==> src/rtl/reg_unit_arbiter_pkg.sv <==
// Shared encodings for the register-file arbiter: FSM states and owner IDs.
package reg_unit_arbiter_pkg;

  typedef enum logic [1:0] {
    StIdle   = 2'b00,
    StAccess = 2'b01,
    StRdResp = 2'b10
  } state_e;

  localparam logic OwnM0 = 1'b0;
  localparam logic OwnM1 = 1'b1;

endpackage

==> src/rtl/reg_unit_arbiter_rr.sv <==
// Two-way round-robin grant selection with its pointer register.
module rr_arbiter_2
  import reg_unit_arbiter_pkg::*;
(
  input  logic       CLK,
  input  logic       RST,
  input  logic [1:0] req_i,
  input  logic       advance_i,
  output logic       valid_o,
  output logic       owner_o
);

  logic ptr_q, ptr_d;

  always_comb begin
    valid_o = |req_i;
    if (req_i == 2'b11) begin
      owner_o = ptr_q;
    end else begin
      owner_o = req_i[1] ? OwnM1 : OwnM0;
    end
    ptr_d = ptr_q;
    // Pointer always moves to the master that lost (or did not ask).
    if (advance_i && valid_o) begin
      ptr_d = ~owner_o;
    end
  end

  always_ff @(posedge CLK or posedge RST) begin
    if (RST) begin
      ptr_q <= OwnM0;
    end else begin
      ptr_q <= ptr_d;
    end
  end

endmodule

==> src/rtl/reg_unit_arbiter.sv <==
// Serialises two masters onto a single-port register file; read data is routed
// back to the owning master with a one-cycle valid pulse.
module reg_unit_arbiter
  import reg_unit_arbiter_pkg::*;
#(
  parameter int unsigned REG_WIDTH  = 16,
  parameter int unsigned ADDR_WIDTH = 3
) (
  input  logic                  CLK,
  input  logic                  RST,
  input  logic                  M0_Req,
  input  logic                  M0_WrEn,
  input  logic [ADDR_WIDTH-1:0] M0_Addr,
  input  logic [REG_WIDTH-1:0]  M0_WrData,
  output logic                  M0_Gnt,
  output logic [REG_WIDTH-1:0]  M0_RdData,
  output logic                  M0_RdValid,
  input  logic                  M1_Req,
  input  logic                  M1_WrEn,
  input  logic [ADDR_WIDTH-1:0] M1_Addr,
  input  logic [REG_WIDTH-1:0]  M1_WrData,
  output logic                  M1_Gnt,
  output logic [REG_WIDTH-1:0]  M1_RdData,
  output logic                  M1_RdValid,
  output logic                  WrEn,
  output logic                  RdEn,
  output logic [ADDR_WIDTH-1:0] Address,
  output logic [REG_WIDTH-1:0]  WrData,
  input  logic [REG_WIDTH-1:0]  RdData
);

  state_e                state_q, state_d;
  logic                  owner_q, owner_d;
  logic                  we_q, we_d;
  logic                  gnt0_q, gnt0_d, gnt1_q, gnt1_d;
  logic                  rdv0_q, rdv0_d, rdv1_q, rdv1_d;
  logic [REG_WIDTH-1:0]  rdata0_q, rdata0_d, rdata1_q, rdata1_d;
  logic                  wr_en_q, wr_en_d, rd_en_q, rd_en_d;
  logic [ADDR_WIDTH-1:0] addr_q, addr_d;
  logic [REG_WIDTH-1:0]  wdata_q, wdata_d;

  logic arb_valid, arb_owner, arb_advance, sel_we;

  rr_arbiter_2 u_arb (
    .CLK       (CLK),
    .RST       (RST),
    .req_i     ({M1_Req, M0_Req}),
    .advance_i (arb_advance),
    .valid_o   (arb_valid),
    .owner_o   (arb_owner)
  );

  assign sel_we = (arb_owner == OwnM1) ? M1_WrEn : M0_WrEn;

  always_comb begin
    state_d     = state_q;
    owner_d     = owner_q;
    we_d        = we_q;
    gnt0_d      = 1'b0;
    gnt1_d      = 1'b0;
    rdv0_d      = 1'b0;
    rdv1_d      = 1'b0;
    rdata0_d    = rdata0_q;
    rdata1_d    = rdata1_q;
    wr_en_d     = 1'b0;
    rd_en_d     = 1'b0;
    addr_d      = addr_q;
    wdata_d     = wdata_q;
    arb_advance = 1'b0;

    unique case (state_q)
      StIdle: begin
        // Command is latched straight into the output registers so the
        // strobe, address and grant all appear together in ACCESS.
        if (arb_valid) begin
          arb_advance = 1'b1;
          owner_d     = arb_owner;
          we_d        = sel_we;
          addr_d      = (arb_owner == OwnM1) ? M1_Addr : M0_Addr;
          wdata_d     = (arb_owner == OwnM1) ? M1_WrData : M0_WrData;
          wr_en_d     = sel_we;
          rd_en_d     = ~sel_we;
          gnt0_d      = (arb_owner == OwnM0);
          gnt1_d      = (arb_owner == OwnM1);
          state_d     = StAccess;
        end
      end
      StAccess: begin
        state_d = we_q ? StIdle : StRdResp;
      end
      StRdResp: begin
        if (owner_q == OwnM1) begin
          rdata1_d = RdData;
          rdv1_d   = 1'b1;
        end else begin
          rdata0_d = RdData;
          rdv0_d   = 1'b1;
        end
        state_d = StIdle;
      end
      default: state_d = StIdle;
    endcase
  end

  always_ff @(posedge CLK or posedge RST) begin
    if (RST) begin
      state_q  <= StIdle;
      owner_q  <= OwnM0;
      we_q     <= 1'b0;
      gnt0_q   <= 1'b0;
      gnt1_q   <= 1'b0;
      rdv0_q   <= 1'b0;
      rdv1_q   <= 1'b0;
      rdata0_q <= '0;
      rdata1_q <= '0;
      wr_en_q  <= 1'b0;
      rd_en_q  <= 1'b0;
      addr_q   <= '0;
      wdata_q  <= '0;
    end else begin
      state_q  <= state_d;
      owner_q  <= owner_d;
      we_q     <= we_d;
      gnt0_q   <= gnt0_d;
      gnt1_q   <= gnt1_d;
      rdv0_q   <= rdv0_d;
      rdv1_q   <= rdv1_d;
      rdata0_q <= rdata0_d;
      rdata1_q <= rdata1_d;
      wr_en_q  <= wr_en_d;
      rd_en_q  <= rd_en_d;
      addr_q   <= addr_d;
      wdata_q  <= wdata_d;
    end
  end

  assign M0_Gnt     = gnt0_q;
  assign M1_Gnt     = gnt1_q;
  assign M0_RdValid = rdv0_q;
  assign M1_RdValid = rdv1_q;
  assign M0_RdData  = rdata0_q;
  assign M1_RdData  = rdata1_q;
  assign WrEn       = wr_en_q;
  assign RdEn       = rd_en_q;
  assign Address    = addr_q;
  assign WrData     = wdata_q;

endmodule
==> config.mk <==
export PLATFORM = sky130hd
export DESIGN_NAME = reg_unit_arbiter
export DESIGN_NICKNAME = d
export VERILOG_FILES = /design/src/rtl/reg_unit_arbiter_pkg.sv /design/src/rtl/reg_unit_arbiter_rr.sv /design/src/rtl/reg_unit_arbiter.sv
export SDC_FILE = /design/constraint.sdc
export NUM_CORES = 1
export LEC_CHECK = 0
export BUFFER_PORTS_ARGS = -buffer_cell sky130_fd_sc_hd__buf_2
export CAP_MARGIN = 10
export CORE_MARGIN = 2
export CORE_UTILIZATION = 25
export DETAILED_ROUTE_END_ITERATION = 10
export MAX_ROUTING_LAYER = met4
export PLACE_DENSITY = 0.55
export SETUP_SLACK_MARGIN = 0.15
export SLEW_MARGIN = 20
export SYNTH_ARGS = -nofsm -noshare
export SYNTH_HDL_FRONTEND = slang
export SYNTH_SLANG_ARGS = --single-unit
==> constraint.sdc <==
create_clock -name CLK -period 1.6 [get_ports CLK]
set_input_delay 0.08 -clock CLK [delete_from_list [all_inputs] [get_ports CLK]]
set_output_delay 0.08 -clock CLK [all_outputs]
set_load 0.03 [all_outputs]
Word-level counts from Yosys, hierarchy flattened. Index checks and enable logic that the tools add are counted.

Word-level logic and storage cells: 49. Input bits: 60. Bits in registers: 62. Output and inout bits: 57.

Equal/unequal tests: 4. Reductions and logical operators: 6. Bitwise logic cells: 3. Mux-type cells: 22.

Operator list (number): $mux W1 (17); $mux W16 (1); $reduce_and A2 Y1 (3); $eq A2 B2 Y1 const B (2); $mux W2 (2); $pmux W2 S2 (1); $mux W3 (1); $not A1 Y1 (3); $eq A2 B1 Y1 const B (1); $logic_not A2 Y1 (1); $ne A2 B2 Y1 const B (1); $reduce_or A2 Y1 (1); $logic_and A1 B1 Y1 (1).

Longest topological paths before layout. Gate-level depths: netlist of run 1.

Depth in word-level cells: 6. Mapped depth: 4. Mapped depth without buffers: 3.

Hierarchy. A second synthesis of run 1 with hierarchy kept.

Cells, all modules: 159. Area, all modules: 2590.0 µm².

By module, submodules not included: reg_unit_arbiter (seq. area each 1526.5 µm², instances 1, cells each 152, area each 2532.4 µm²); rr_arbiter_2 (seq. area each 25.0 µm², instances 1, cells each 7, area each 57.6 µm²).

Least setup slack after synthesis of run 1. OpenSTA, ideal clock, no wires.

Kind: register -> register. Start point: register state_q[0]. End point: register rdata0_q[0], in the netlist M0_RdData[0]. Data arrival time: 1.278 ns. Cell stages (with the launch flop): 4. Setup slack: 0.197 ns. Cells stage by stage: dfrtp_1 nor3b_4 buf_6 mux2_2.

Longest elaborated chain between the ends: 2.

RTL lines: start, declared (line reg_unit_arbiter.sv:32) `state_e state_q, state_d;`; start signal, assigned (line reg_unit_arbiter.sv:107) `state_q <= StIdle;`; start signal, assigned (line reg_unit_arbiter.sv:121) `state_q <= state_d;`; $eq A2 B2 Y1 (line reg_unit_arbiter.sv:71) `unique case (state_q)`; $reduce_and A2 Y1 (no line); end signal, assigned (line reg_unit_arbiter.sv:128) `rdata0_q <= rdata0_d;`; end, declared (line reg_unit_arbiter.sv:37) `logic [REG_WIDTH-1:0] rdata0_q, rdata0_d, rdata1_q, rdata1_d;`.

No other way between the ends. A chain may end at the register's enable or synchronous reset.

Worst setup path after layout of run 1.
Start point: register state_q[0]. End point: register rdata1_q[14], in the netlist M1_RdData[14].

Longest elaborated chain between the ends: 2.

RTL lines: $eq A2 B2 Y1 (line reg_unit_arbiter.sv:71); $reduce_and A2 Y1 (no line); end signal, assigned (line reg_unit_arbiter.sv:129) `rdata1_q <= rdata1_d;`; end, declared (line reg_unit_arbiter.sv:37).

No other way between the ends.

==> key figures, run 1 <==
Routing
  – Router iterations before antenna repair: 4
  – Detail Route Antenna Nets: 0
  – Avg WL per Cell: 12.37 um
  – DRC viols: 0
  – Total routed wirelength: 6048 um
  – Vias per Instance: 4.196
  – Via count: 2,052
  – Drt initial violations: 37

Power
  – P_int: between 4000 and 5000 uW
  – Pwr per Cell Area: 2015 nW/um^2
  – Final Power: 7509 uW
  – Clock Power Share: 15.6%
  – Max VDD drop: 0.8339 mV
  – Sw frac: 43.27%
  – Combinational share of power: 48.6%
  – Pleak: 0.001934 uW
  – Psw: 3250 uW
  – Sequential Power Share: 35.9%

Global route
  – Vias in the first global route: between 2,000 and 2,500
  – Initial antenna violation count: 0
  – First-pass GRT wire length: 10,020 um
  – Total track usage: 11.93%
  – Gr ovfl total: 0
  – Largest net degree at the start of global routing: 63

CTS
  – Num Clock Sinks: 62
  – Clk Latency, worst-skew pair: roughly 0.33 ns
  – CTS tree: built
  – Clock-pin slew on the worst setup and hold paths: 0.07 ns
  – Root Driver: clkbuf_8
  – CTS H-tree depth: 3
  – Clock Path Buffers: 2
  – Inserted Clock Buffers: 9
  – Buffer count from post-CTS setup fixing: 0

Layout
  – # diodes: 0
  – Synthesis-to-layout area growth: 48.01%
  – Most frequent cells in the layout: buf_2 (116), dfrtp_1 (62), inv_1 (41), mux2_2 (32), dlygate4sd3_1 (26)
  – Share of cells above drive strength 1: 49.16%
  – Finished Layout Cells: 489
  – Commonest non-fill, non-tap cell in the layout: buf_2
  – Design area: roughly 3700 um^2
  – Final Core Density: approximately two fifths
  – Nets: a little over 400
  – Multi-input gate area: ~770 um^2
  – Filler cell count: about 960
  – Seq. cell area: 1551 um^2

Setup path
  – Worst endpoint required time: 1.81 ns
  – Crit path kind: flip-flop to flip-flop
  – CP Max Fanout: 17
  – FF-to-FF setup slack: between 0.2 and 0.3 ns
  – Crit. End Element: flip-flop
  – Reg-to-reg startpoint: state_q[0]
  – Startpoint types: flip-flop
  – CP arrival: 1.55 ns
  – Cells on worst reg2reg path: 3
  – FF-to-FF End: M1_RdData[14]

Synth
  – Synth Instances: 204
  – Yosys Warn Count: 0
  – Yosys reg bits: 62
  – Synth cell types: 22
  – Syn_nets: between 200 and 300
  – Register area share after synthesis: 61.63%
  – Average size of a mapped cell: 12.34 um^2
  – Synthesized cell area: 2517 um^2

Floorplanning
  – Width of the die: between 100 and 150 um
  – Die Y: ~100 um
  – IO Count: 117
  – Core Area: 9774 um^2
  – Std-Cell Rows: 36
  – Initial core utilization: 25.76%
  – Die ar.: ~11,000 um^2

Run status
  – Status: finished clean

Min path
  – HP Class: input pin to flip-flop
  – Cell count of the worst hold path: 3
  – Hold Path Sink: WrData[4]
  – HP Start: M0_WrData[4]

Timing
  – Final slew viol count: 0
  – Slew @ Worst Pin: 0.7965 ns
  – Max-slew headroom: 46.84%
  – Setup Viol. Count Final: 0
  – Fmax: 0.7462 GHz
  – Worst Skew: 0.005977 ns
  – RSZ-0062 raised after global routing: false
  – Final Hold Viols: 0
  – Final Cycle Share: 83.76%
  – Tmin final: 1.340 ns

Job
  – MaxCap Viol Count: 0

Placement
  – GP Congestion: between 0.6 and 0.7
  – DP HPWL: ~4000 um
  – Count of input and output buffers: 116
  – Post-Place Cells: between 400 and 500
  – Area post-placement: 3299 um^2
-- critical path: stages, from the launching register on --
cell      delay [ns]
dfrtp_1         0.43
nand3b_2        0.15
buf_4           0.27
mux2_2          0.37
-- what timing repair did --
item	in CTS	in global routing
setup endpoints to repair	3	1
pin swaps	0	0
resized for setup	1	1
hold buffers	25	1
hold endpoints to repair	102	1
-- synthesized netlist by cell type (all sizes together) --
library cell  count  area share, %
nand3             3           0.60
dfrtp            62             62
nor2              3           0.45
a311oi            1           0.35
nand2             2           0.30
nand3b            1           0.45
clkbuf            8            1.2
and2              1           0.25
a21boi            1           0.30
mux2             32             14
a21bo             1           0.40
o221ai           19            6.6
nor3b             2            1.0
o21ai            20            4.0
buf               2           0.75
inv              42            6.3
nand2b            1           0.25
o21a              1           0.30
or2               1           0.25
a2bb2oi           1           0.35
-- power by group through the flow --
stage | Sequential, uW | Combinational (uW) | Clock, uW
6_report | 2690 | 3650 | 1170
4_1_cts | 2700 | 3700 | 1240
3_3_place_gp | 2710 | 3590 | 0
3_5_place_dp | 2710 | 3650 | 0
5_1_grt | 2790 | 3880 | 1300
2_1_floorplan | 4070 | 1150 | 0
-- layer usage --
metal  routed length (um)  vias to the layer above  part of all wire, %  track usage, %
li1                     -                      988                    -               -
met1                 2576                      982                   43           13.47
met5                    0                        -                    0               -
met3                  419                        5                  6.9           4.574
met2                 2991                       77                   49           19.51
met4                   61                        0                  1.0           3.764
-- through the flow --
step                      setup slack (ns)  setup TNS, ns  hold WS, ns
after floorplan                     0.1974              0       0.1986
after global placement            -0.06439        -0.1468       0.1948
after detailed placement            0.1026              0       0.2026
after CTS                           0.2290              0  0.000004552
after global routing                0.1633              0      0.01436
final                               0.2599              0      0.01759
-- cells by family (layout without fill, tap and decap cells) --
family / after synthesis / in the layout / synth area share, %
AO/OA/AOI/OAI: 44 / 44 / 12.28
buffers and inverters: 52 / 204 / 8.201
flip-flops: 62 / 62 / 61.63
multiplexers: 32 / 32 / 14.31
AND/OR/NAND/NOR: 14 / 14 / 3.579
-- layout make-up --
class / instances / share of cell area [%]
Multi-Input combinational cell: 90 / 20.58
Inverter: 42 / 4.332
Tap cell: 133 / 4.466
Clock inverter: 2 / 0.2686
Sequential cell: 62 / 41.64
Clock buffer: 11 / 4.063
Timing Repair Buffer: 149 / 24.65
-- worst max path at each step --
stage | to | from | slack [ns] | cells after the start
2_1_floorplan | M0_RdData[0] | state_q[0] | 0.20 | 3
3_3_place_gp | owner_q | M1_Req | -0.06 | 4
3_5_place_dp | WrEn | state_q[0] | 0.10 | 3
4_1_cts | WrEn | state_q[0] | 0.23 | 3
5_1_grt | M0_RdData[12] | state_q[1] | 0.16 | 3
6_report | M1_RdData[14] | state_q[0] | 0.26 | 3
-- state kept, by name, indices dropped and copies added (netlist names) --
name	cells
Address	3
M0_Gnt	1
M0_RdData	16
M0_RdValid	1
M1_Gnt	1
M1_RdData	16
M1_RdValid	1
RdEn	1
WrData	16
WrEn	1
owner_q	1
state_q	2
u_arb.ptr_q	1
we_q	1
Power figures use the tool's default switching activity.
==> inputs of run 2 (changes only) <==
--- a/config.mk
+++ b/config.mk
@@ -11,7 +11,7 @@
 export CORE_UTILIZATION = 25
 export DETAILED_ROUTE_END_ITERATION = 10
 export MAX_ROUTING_LAYER = met4
-export PLACE_DENSITY = 0.55
+export PLACE_DENSITY = 0.53
 export SETUP_SLACK_MARGIN = 0.15
 export SLEW_MARGIN = 20
 export SYNTH_ARGS = -nofsm -noshare
==> constraint.sdc (replaced) <==
create_clock -name CLK -period 1.38 [get_ports CLK]
set_input_delay 0.069 -clock CLK [delete_from_list [all_inputs] [get_ports CLK]]
set_output_delay 0.069 -clock CLK [all_outputs]
set_load 0.03 [all_outputs]
==> run 2 against run 1 <==
  * Maximum frequency down 1.6%
  * Sequential power is 17% higher
  * Clock power up 16%
  * Die area did not move
  * Core utilization up 2.8 points
  * Combinational power rose by 33%
  * Sequential share of layout area is 2.8 points lower
  * Global-route usage increased by 0.30 points
  * Design area is 7.4% higher
  * Critical path depth rose by 1
  * Critical path type unchanged
==> key figures, run 2 (same netlist as run 1, synthesis figures left out) <==
Run status
  – Status: finished clean

Routing
  – Total routed wirelength: 6637 um (+9.7%)
  – Vias per Instance: 4.232 (+0.85%)
  – Avg WL per Cell: 13.38 um (+8.2%)
  – DRC viols: 0 (unchanged)
  – Via count: 2,099 (+2.3%)
  – Router iterations before antenna repair: 4 (unchanged)
  – Detail Route Antenna Nets: 0 (unchanged)
  – Drt initial violations: 71 (+92%)

Timing
  – Post-route setup slack: 0.01804 ns (-0.2418 ns)
  – Fmax: 0.7342 GHz (-1.6%)
  – Final slew viol count: 0 (unchanged)
  – Final Hold Viols: 0 (unchanged)
  – Tmin final: 1.362 ns (+0.02181 ns)
  – Slew @ Worst Pin: 0.3621 ns (-0.4344 ns)
  – Min Hold Slack: 0.01722 ns (-0.0003751 ns)
  – Worst Skew: 0.006116 ns (+0.0001383 ns)
  – Setup Viol. Count Final: 0 (unchanged)
  – Final Cycle Share: 98.69% (+15 points)
  – RSZ-0062 raised after global routing: true
  – Max-slew headroom: 75.86% (+29 points)

Job
  – MaxCap Viol Count: 0 (unchanged)

CTS
  – Clock Path Buffers: 2 (unchanged)
  – CTS H-tree depth: 3 (unchanged)
  – Num Clock Sinks: 62 (unchanged)
  – CTS tree: built
  – Clk Latency, worst-skew pair: 0.32 ns (about the same)
  – Clock-pin slew on the worst setup and hold paths: 0.06 ns (about the same)
  – Inserted Clock Buffers: 9 (unchanged)
  – Root Driver: clkbuf_8

Setup path
  – Crit. End Element: flip-flop
  – Crit path kind: flip-flop to flip-flop
  – CP Max Fanout: 8 (-9)
  – Top delay family on crit path: flip-flops
  – Startpoint types: flip-flop
  – Bufs and invs on worst path: 2 (+1)
  – Worst endpoint required time: 1.59 ns (-0.22 ns)
  – Slowest CP cell: dfrtp_2
  – CP arrival: 1.57 ns (+0.02 ns)
  – Crit-path cells: nor3b_4 -> buf_6 -> clkbuf_16 -> mux2_4
  – Critical Path Max Stage Delay: 0.44 ns (about the same)

Floorplanning
  – Std-Cell Rows: 36 (unchanged)
  – Initial core utilization: 25.76% (unchanged)
  – Core Area: 9774 um^2 (unchanged)
  – Width of the die: 104.3 um (unchanged)
  – IO Count: 117 (unchanged)
  – Die ar.: 10,890 um^2 (unchanged)
  – Die Y: 104.3 um (unchanged)

Global route
  – Gr ovfl total: 0 (unchanged)
  – Vias in the first global route: 2,284 (+10%)
  – Met3 GRT Util: 3.634% (-0.94 points)
  – Grt met2 use: 21.01% (+1.5 points)
  – GRT busiest layer: met2
  – First-pass GRT wire length: 10,430 um (+4.1%)
  – Initial antenna violation count: 0 (unchanged)
  – Largest net degree at the start of global routing: 63 (unchanged)
  – Total track usage: 12.23% (+0.30 points)
  – M1 GR Usage: 13.32% (-0.15 points)

Placement
  – Count of input and output buffers: 116 (unchanged)
  – GP Congestion: 0.7489 (+14%)
  – Pre-CTS WS: -0.08355 ns (-0.1861 ns)
  – DP HPWL: 4000 um (-0.38%)
  – Post-Place Cells: 451 (+0.22%)

Min path
  – HP Class: input pin to flip-flop

Power
  – Final Power: 9371 uW (+25%)
  – Pleak: 0.002130 uW (+10%)
  – Pwr per Cell Area: 2342 nW/um^2 (+16%)
  – Max VDD drop: 0.8181 mV (-1.9%)

Layout
  – Final Core Density: 40.94% (+2.8 points)
  – Synthesis-to-layout area growth: 58.95%
  – Nets: 421 (+1.7%)
  – Most frequent cells in the layout: buf_2 (116), dfrtp_1 (60), inv_1 (41), mux2_4 (32), dlygate4sd3_1 (27)
  – Share of cells above drive strength 1: 51.52% (+2.4 points)
  – Finished Layout Cells: 496 (+1.4%)
  – # diodes: 0 (unchanged)
  – Commonest non-fill, non-tap cell in the layout: buf_2
-- run 2: repair_timing --
action / CTS / global route
gates resized for setup: 2 / 54
endpoints found under the setup margin: 55 / 58
hold buffers: 27 / 0
pin swaps: 1 / 3
buffers inserted: 0 / 3
cloned: 0 / 2
endpoints found under the hold margin: 104 / 0
-- run 2: worst paths after layout --
kind / from / end / slack, ns / cells after the start
min in group asynchronous: RST / M0_Gnt / 0.35 / 4
max in group asynchronous: RST / M0_RdData[15] / 0.70 / 4
worst min-delay path: M0_WrData[11] / WrData[11] / 0.02 / 3
worst max-delay path: state_q[0] / M0_RdData[12] / 0.02 / 4
worst max register to register: state_q[0] / M0_RdData[12] / 0.02 / 4
worst min register to register: we_q / state_q[1] / 0.44 / 1
-- run 2: cell type report --
class                   count  area (um^2)
clock inverters             2        10.01
clock buffers              11        151.4
well taps                 133        166.4
fillers                   975         5773
flip-flops and latches     62         1554
repair buffers            156         1045
multi-input cells          90        913.4
inverters                  42        161.4
-- run 2: power breakdown --
group | total [uW] | switching (uW) | internal (uW)
Sequential | 3160 | 457 | 2700
Clock | 1360 | 644 | 713
Combinational | 4860 | 2840 | 2020
Total | 9370 | 3940 | 5430
-- run 2: per-layer routing --
| metal | wire length [um] | vias up |
|---|---|---|
| li1 | - | 1003 |
| met1 | 2945 | 1005 |
| met2 | 3150 | 81 |
| met3 | 441 | 10 |
| met4 | 99 | 0 |
| met5 | 0 | - |
-- run 2: worst reg2reg max path, cell delays in order, from the launching register on --
cell and delay (ns):
dfrtp_2 0.44, nor3b_4 0.18, buf_6 0.15, clkbuf_16 0.17, mux2_4 0.30
-- run 2: metrics by stage --
stage	instance area, um^2	setup TNS (ns)
after detailed placement	3329	-0.4382
after floorplan	2541	-0.2035
after CTS	3767	0
after global routing	4001	-0.04651
after global placement	3329	-0.1229
final	4001	0
==> inputs of run 3 (changes only) <==
--- a/config.mk
+++ b/config.mk
@@ -5,13 +5,14 @@
 export SDC_FILE = /design/constraint.sdc
 export NUM_CORES = 1
 export LEC_CHECK = 0
-export BUFFER_PORTS_ARGS = -buffer_cell sky130_fd_sc_hd__buf_2
 export CAP_MARGIN = 10
+export CORE_ASPECT_RATIO = 1.4
 export CORE_MARGIN = 2
 export CORE_UTILIZATION = 25
 export DETAILED_ROUTE_END_ITERATION = 10
+export DONT_BUFFER_PORTS = 1
 export MAX_ROUTING_LAYER = met4
-export PLACE_DENSITY = 0.53
+export PLACE_DENSITY = 0.43
 export SETUP_SLACK_MARGIN = 0.15
 export SLEW_MARGIN = 20
 export SYNTH_ARGS = -nofsm -noshare
==> run 3 against run 2 <==
  * Setup slack better by 0.019 ns
  * Clock power increased by 75%
  * Wire length up 0.62%
  * Maximum frequency rose by 1.4%
  * Via count fell by 13%
  * Core utilization down 0.91 points
  * Register-to-register slack gained 0.02 ns
  * Combinational power is 47% lower
  * Global-route usage up 0.43 points
  * Sequential share of layout area rose by 0.56 points
  * Non-clock buffer count is 87 lower
  * Highest routed layer unchanged
==> key figures, run 3 (same netlist as run 1, synthesis figures left out) <==
Setup path
  – CP arrival: 1.55 ns (-0.02 ns)
  – Crit path kind: flip-flop to flip-flop
  – Worst setup startpoint: state_q[0]
  – Worst endpoint required time: 1.59 ns (about the same)
  – Reg-to-reg startpoint: state_q[0]
  – CP Max Fanout: 8 (unchanged)
  – Crit. End Element: flip-flop
  – Startpoint types: flip-flop

Power
  – P_int: 5770 uW (+6.3%)
  – Max VDD drop: 0.8899 mV (+8.8%)
  – Psw: 4080 uW (+3.4%)
  – Final Power: 9850 uW (+5.1%)
  – Combinational share of power: 26.0% (-26 points)
  – Pwr per Cell Area: 2499 nW/um^2 (+6.7%)
  – Clock Power Share: 24.2% (+9.7 points)
  – Sw frac: 41.42% (-0.67 points)
  – Pleak: 0.001792 uW (-16%)
  – Sequential Power Share: 49.8% (+16 points)

Timing
  – Slew @ Worst Pin: 0.4323 ns (+0.07022 ns)
  – Final Cycle Share: 97.29% (-1.4 points)
  – Setup_tns: 0 ns (unchanged)
  – Final Hold Viols: 0 (unchanged)
  – Worst Skew: 0.008573 ns (+0.002457 ns)
  – Fmax: 0.7449 GHz (+1.4%)
  – Setup Viol. Count Final: 0 (unchanged)
  – Final slew viol count: 0 (unchanged)
  – Min Hold Slack: 0.02146 ns (+0.004242 ns)
  – RSZ-0062 raised after global routing: true
  – Max-slew headroom: 71.07% (-4.8 points)
  – Tmin final: 1.343 ns (-0.01941 ns)

Layout
  – Synthesis-to-layout area growth: 56.56%
  – Design area: 3941 um^2 (-1.5%)
  – Commonest non-fill, non-tap cell in the layout: dfrtp_1
  – Most frequent cells in the layout: dfrtp_1 (61), dlygate4sd3_1 (57), inv_1 (41), mux2_2 (26), o221ai_2 (18)
  – Share of cells above drive strength 1: 32.26% (-19 points)
  – Filler cell count: 925 (-5.1%)
  – Nets: 334 (-21%)
  – # diodes: 0 (unchanged)

Floorplanning
  – Die ar.: 10,900 um^2 (+0.11%)
  – Std-Cell Rows: 43 (+19%)
  – Width of the die: 88.81 um (-15%)
  – Die Y: 122.7 um (+18%)
  – IO Count: 117 (unchanged)
  – Core Area: 9846 um^2 (+0.73%)
  – Initial core utilization: 25.57% (-0.19 points)

Global route
  – Total track usage: 12.66% (+0.43 points)
  – Initial antenna violation count: 0 (unchanged)
  – Largest net degree at the start of global routing: 63 (unchanged)
  – First-pass GRT wire length: 9908 um (-5.0%)
  – Vias in the first global route: 2,024 (-11%)
  – Gr ovfl total: 0 (unchanged)

Routing
  – Router iterations before antenna repair: 4 (unchanged)
  – Avg WL per Cell: 16.13 um (+21%)
  – Via count: 1,827 (-13%)
  – DRC viols: 0 (unchanged)
  – Vias per Instance: 4.413 (+4.3%)
  – Total routed wirelength: 6678 um (+0.62%)
  – Detail Route Antenna Nets: 0 (unchanged)
  – Drt initial violations: 28 (-61%)

CTS
  – Clock Path Buffers: 2 (unchanged)
  – Inserted Clock Buffers: 9 (unchanged)
  – Clk Latency, worst-skew pair: 0.32 ns (about the same)
  – Root Driver: clkbuf_16
  – Clock-pin slew on the worst setup and hold paths: 0.05 ns (about the same)
  – CTS tree: built
  – CTS H-tree depth: 3 (unchanged)
  – Num Clock Sinks: 62 (unchanged)
  – Buffer count from post-CTS setup fixing: 0 (unchanged)

Min path
  – HP Class: input pin to flip-flop
  – HP Start: M1_Req

Run status
  – Status: finished clean

Placement
  – DP HPWL: 3748 um (-6.3%)
  – Area post-placement: 2759 um^2 (-17%)
  – Count of input and output buffers: 0 (-100%)
  – GP Congestion: 0.6417 (-14%)

Job
  – MaxCap Viol Count: 0 (unchanged)
[run 3: final timing paths]
check	to	slack, ns	cells past startpoint
min in group asynchronous	M1_RdData[4]	0.32	3
worst max register to register	M1_RdData[15]	0.04	4
worst max-delay path	M1_RdData[15]	0.04	4
worst min register to register	state_q[1]	0.46	1
max in group asynchronous	M1_RdData[12]	0.79	3
worst min-delay path	state_q[0]	0.02	2
[run 3: worst max-delay path, cell delays in order (launching register included)]
cell	delay (ns)
dfrtp_1	0.42
buf_6	0.15
nand3b_4	0.18
clkbuf_16	0.19
mux2_4	0.29
[run 3: timing repair]
action                                  4_1_cts  5_1_grt
endpoints found under the hold margin       116        0
resized for setup                            15       46
pin swaps                                     0        5
endpoints found under the setup margin       57       56
hold buffers                                 57        0
cloned                                        2        1
[run 3: area by class of cell]
type	instances	area, um^2	area share (%)
multi-input combinational	90	969.7	24.60
tap	135	168.9	4.286
inverter	42	161.4	4.095
clock inverter	4	70.07	1.778
clock buffer	12	246.5	6.254
sequential	62	1553	39.40
timing repair buffer	69	772.0	19.59
[run 3: per-layer routing]
layer | part of all wire (%) | wire (um) | vias to the layer above | GRT usage [%]
met3 | 5.8 | 384 | 9 | 4.102
met1 | 38 | 2521 | 896 | 13.22
met5 | 0 | 0 | - | -
met4 | 1.9 | 128 | 0 | 5.682
met2 | 55 | 3644 | 79 | 21.41
li1 | - | - | 843 | -
[run 3: power groups by stage]
stage / registers (uW) / clock network, uW / logic (uW)
2_1_floorplan: 4720 / 0 / 1410
3_3_place_gp: 4920 / 0 / 1700
3_5_place_dp: 4920 / 0 / 1770
4_1_cts: 4910 / 2460 / 2130
5_1_grt: 5020 / 2570 / 2780
6_report: 4900 / 2380 / 2570
[run 3: metrics by stage]
| step | setup slack, ns | std cells | util [%] |
|---|---|---|---|
| after detailed placement | -0.08735 | 338 | 28.02 |
| final | 0.03745 | 414 | 40.03 |
| after global routing | -0.004781 | 414 | 40.03 |
| after CTS | 0.02329 | 413 | 37.97 |
| after global placement | -0.05199 | 338 | 28.02 |
| after floorplan | -0.02261 | 204 | - |
